## src/rtl/n8_sm_to_c2_serial.sv

```systemverilog
// Serial sign-magnitude to two's complement converter, 8 bits, one bit per cycle LSB first.
// Optional negative-zero flag port nz is built when N8_SM2C2_NEGZERO_FLAG_EN is defined.
module n8_sm_to_c2_serial (
  input  logic       clock,
  input  logic       reset,
  input  logic [7:0] x7_x0,
  input  logic       x_valid,
  output logic       x_ready,
  output logic [7:0] z7_z0,
  output logic       z_valid,
  input  logic       z_ready
`ifdef N8_SM2C2_NEGZERO_FLAG_EN
  ,
  output logic       nz
`endif
);

  typedef enum logic [1:0] {IDLE, SHIFT, DONE} state_t;

  state_t      state_q, state_d;
  logic [7:0]  work_q, work_d;
  logic [6:0]  res_q, res_d;
  logic [2:0]  cnt_q, cnt_d;
  logic        seen_q, seen_d;
  logic [7:0]  z_q, z_d;
  logic        nz_q, nz_d;
  logic        bit_b, rbit;

  assign bit_b = work_q[0];
  assign rbit  = bit_b ^ seen_q;

  always_comb begin
    state_d = state_q;
    work_d  = work_q;
    res_d   = res_q;
    cnt_d   = cnt_q;
    seen_d  = seen_q;
    z_d     = z_q;
    nz_d    = nz_q;
    x_ready = (state_q == IDLE);
    z_valid = (state_q == DONE);
    case (state_q)
      IDLE: begin
        if (x_valid) begin
          work_d = {1'b0, x7_x0[6:0]};
          cnt_d  = 3'd0;
          seen_d = 1'b0;
          // The sign is consumed right here: it only selects the path.
          if (x7_x0[7]) begin
            state_d = SHIFT;
          end else begin
            state_d = DONE;
            z_d     = {1'b0, x7_x0[6:0]};
            nz_d    = 1'b0;
          end
        end
      end
      SHIFT: begin
        work_d = {1'b0, work_q[7:1]};
        res_d  = {rbit, res_q[6:1]};
        seen_d = seen_q | bit_b;
        cnt_d  = cnt_q + 3'd1;
        if (cnt_q == 3'd7) begin
          state_d = DONE;
          z_d     = {rbit, res_q};
          // No one bit ever seen means the magnitude was zero.
          nz_d    = ~(seen_q | bit_b);
        end
      end
      DONE: begin
        if (z_ready) state_d = IDLE;
      end
      default: state_d = IDLE;
    endcase
  end

  always_ff @(posedge clock or posedge reset) begin
    if (reset) begin
      state_q <= IDLE;
      work_q  <= 8'h00;
      res_q   <= 7'h00;
      cnt_q   <= 3'd0;
      seen_q  <= 1'b0;
      z_q     <= 8'h00;
      nz_q    <= 1'b0;
    end else begin
      state_q <= state_d;
      work_q  <= work_d;
      res_q   <= res_d;
      cnt_q   <= cnt_d;
      seen_q  <= seen_d;
      z_q     <= z_d;
      nz_q    <= nz_d;
    end
  end

  assign z7_z0 = z_q;

`ifdef N8_SM2C2_NEGZERO_FLAG_EN
  assign nz = nz_q;
`else
  logic nz_unused;
  assign nz_unused = nz_q;
`endif

endmodule

```

## config.mk

```make
export PLATFORM = sky130hd
export DESIGN_NAME = n8_sm_to_c2_serial
export DESIGN_NICKNAME = d
export VERILOG_FILES = /design/src/rtl/n8_sm_to_c2_serial.sv
export SDC_FILE = /design/constraint.sdc
export NUM_CORES = 1
export LEC_CHECK = 0
export ABC_CLOCK_PERIOD_IN_PS = 1500
export CORE_MARGIN = 3
export CORE_UTILIZATION = 46
export CTS_CLUSTER_DIAMETER = 200
export DETAILED_ROUTE_END_ITERATION = 12
export HOLD_SLACK_MARGIN = 0.1
export PLACE_DENSITY = 0.75
export SKIP_LAST_GASP = 1
export SYNTH_ARGS = -nofsm -noshare
export SYNTH_HDL_FRONTEND = slang
export SYNTH_SLANG_ARGS = --single-unit
```

## constraint.sdc

```tcl
create_clock -name clock -period 1.5 [get_ports clock]
set_clock_uncertainty 0.15 [all_clocks]
set_input_delay 0.3 -clock clock [delete_from_list [all_inputs] [get_ports clock]]
set_output_delay 0.3 -clock clock [all_outputs]
set_load 0.02 [all_outputs]
```

==> impl_metrics.env <==
export IMPL_gp_congestion=0.7725
export IMPL_max_stage_delay_ns=0.42
export IMPL_ys_ff_latch=28
export IMPL_rsz0062_at_grt="true"
export IMPL_ant_nets=0
export IMPL_grt_use_total_pct=17.77
export IMPL_drive_above_1_share_pct=22.82
export IMPL_critPathBufInv=0
export IMPL_die_y_um=59.06
export IMPL_worst_slew_pin_slew_ns=0.2825
export IMPL_grt_max_degree=29
export IMPL_ys_top_cells_by_count="nand2_1 (34), dfrtp_1 (28), a22o_1 (15), o21ai_0 (9), a22oi_1 (6)"
export IMPL_vias=1007
export IMPL_ir_drop_mv=1.241
export IMPL_antenna_cells=0
export IMPL_cts_sinks=28
export IMPL_layout_setup_ws_ns=-0.02215
export IMPL_grt_pass1_vias=1026
export IMPL_slew_headroom_pct=81.11
export IMPL_dpl_instance_area_um2=1593
export IMPL_whs_ns=0.1458
export IMPL_syn_nets=138
export IMPL_pre_cts_slack_ns=-0.1869
export IMPL_crit_arrival_ns=1.63
export IMPL_ys_flop_type="dfrtp_1"
export IMPL_drt_wirelength_per_cell_um=15.81
export IMPL_crit_family="flip-flops"
export IMPL_grt_pass1_wl_um=4726
export IMPL_final_nets=166
export IMPL_synth_area_leaders="dfrtp_1 (54%), a22o_1 (10%), nand2_1 (9.9%)"
export IMPL_nFillCells=216
export IMPL_crit_type="flip-flop to flip-flop"
export IMPL_synth_seq_area_share_pct=54.11
export IMPL_post_place_cells=175
export IMPL_clk_latency_ns=0.31
export IMPL_clkSlewWorstSetupHoldPaths_ns=0.14
export IMPL_drc_errors=0
export IMPL_cts_root_buf="clkbuf_4"
export IMPL_synth_enable_flop_cells=0
export IMPL_synth_top_area_cell="dfrtp_1"
export IMPL_rows=18
export IMPL_synthCells=123
export IMPL_yosysWarningCount=0
export IMPL_violations="setup timing"
export IMPL_drv_cap=0
export IMPL_avgSynthCellArea_um2=10.53
export IMPL_numCtsBuffers=3
export IMPL_vias_per_cell=5.626
export IMPL_power_leakage_uw=0.0007888
export IMPL_core_area_um2=2567
export IMPL_final_cell_area_um2=1652
export IMPL_htreeDepth=1
export IMPL_syn_to_final_growth_pct=27.54
export IMPL_clk_path_buf_depth=2
export IMPL_synth_top_area_share_pct=54.11
export IMPL_yosysMostFrequentCell="nand2_1"
export IMPL_worstPathCellList="ha_1 > ha_4 > nand2_4 > a2bb2oi_4 > a22o_1"
export IMPL_worst_path_max_delay_cell="dfrtp_1"
export IMPL_slew_viol_final=0
export IMPL_hpwl_um=2001
export IMPL_die_area_um2=3488
export IMPL_synth_distinct_cells=23
export IMPL_drt_pass1_iterations=4
export IMPL_drt_total_wl_um=2830
export IMPL_critPathLaunchType="flip-flop"
export IMPL_stdcell_count=179
export IMPL_cts_tree="built"
export IMPL_die_w_um=59.06
export IMPL_finalCritPeriodShare_pct=101.5
export IMPL_setup_viol=8
export IMPL_ios=22
export IMPL_hold_buffers=0
export IMPL_min_path_type="input pin to asynchronous set/reset pin"
export IMPL_antenna_found_initial=0
export IMPL_status="complete, but fails checks"
export IMPL_p_per_area_nw_per_um2=1957
export IMPL_async_flop_share_pct=100.0
export IMPL_finalCriticalPeriod_ns=1.522
export IMPL_overflow=0
export IMPL_crit_path_max_fanout=4
export IMPL_hold_viol=0
export IMPL_endpoint_kind="flip-flop"
export IMPL_place_port_buffers=21
export IMPL_clock_fmax_ghz=0.6570
export IMPL_drt_iter0_drc=35
export IMPL_synth_area_um2=1295
export IMPL_critical_path_required_ns=1.61
export IMPL_start_util_pct=50.44
metrics by stage:
| step | util (%) | TNS [ns] | total power [µW] |
|---|---|---|---|
| floorplan | - | 0 | 2352 |
| finish | 64.33 | -0.09881 | 3232 |
| detailed placement | 62.04 | -2.617 | 2913 |
| global placement | 62.04 | -2.017 | 2845 |
| CTS | 64.08 | -0.2535 | 3183 |
| global route | 64.33 | -0.6803 | 3464 |
layout by cell type (no fill, tap or decap), types with 3 or more instances in the layout:
master / n
a22o_1: 15
a22oi_1: 6
buf_4: 7
clkbuf_2: 6
clkbuf_4: 3
clkdlybuf4s50_1: 11
dfrtp_1: 27
inv_1: 4
nand2_1: 33
o21ai_0: 4
o21ai_1: 7
what timing repair did:
item,CTS,global route
buffers inserted,1,0
pin swaps,3,1
resized for setup,20,30
endpoints found under the setup margin,19,26
cloned,1,0
hold endpoints to repair,0,0
per-layer routing:
metal  track usage [%]  vias up  wire length (µm)
li1                  -      486                 -
met1             22.53      491              1233
met2             31.39       26              1454
met3             2.614        4               108
met4             4.854        0                34
met5                 0        -                 0
cells by family (layout without fill, tap and decap cells):
group	after synthesis	after routing	synth area share, %
muxes	1	1	0.8695
adders and majority gates	3	3	2.899
DFF	28	28	54.11
AOI/OAI and AO/OA	37	38	23.19
buffers and inverters	12	37	5.217
and+or+nand+nor	42	42	13.72
power breakdown:
group	switching, µW	internal (µW)
Combinational	879	749
Sequential	225	1080
Clock	202	93.7
state kept, by name (all words and copies together) (netlist names):
name,cells
cnt_q,3
state_q,2
seen_q,1
work_q,7
res_q,7
z7_z0,8
final timing paths:
path,startpoint,end,slack (ns),cells after the start
max,cnt_q[0],z7_z0[6],-0.02,5
min,reset,z7_z0[7],0.15,3
max reg2reg,cnt_q[0],z7_z0[6],-0.02,5
min reg2reg,seen_q,seen_q,0.35,2
max in group asynchronous,reset,state_q[1],0.89,3
min in group clock,seen_q,seen_q,0.35,2
final cells by class:
class	count	area, µm²	area share (%)
clock buffers	3	22.52	1.364
repair buffers	29	264.0	15.98
well taps	30	37.54	2.273
flip-flops and latches	28	701.9	42.50
multi-input cells	84	606.8	36.74
inverters	5	18.77	1.136
worst reg2reg max path, stage by stage (launching register included):
cell and delay, ns:
dfrtp_1 0.42, ha_1 0.23, ha_4 0.18, nand2_4 0.11
a2bb2oi_4 0.22, a22o_1 0.17
No activity file was read; power rests on OpenSTA's default activity.
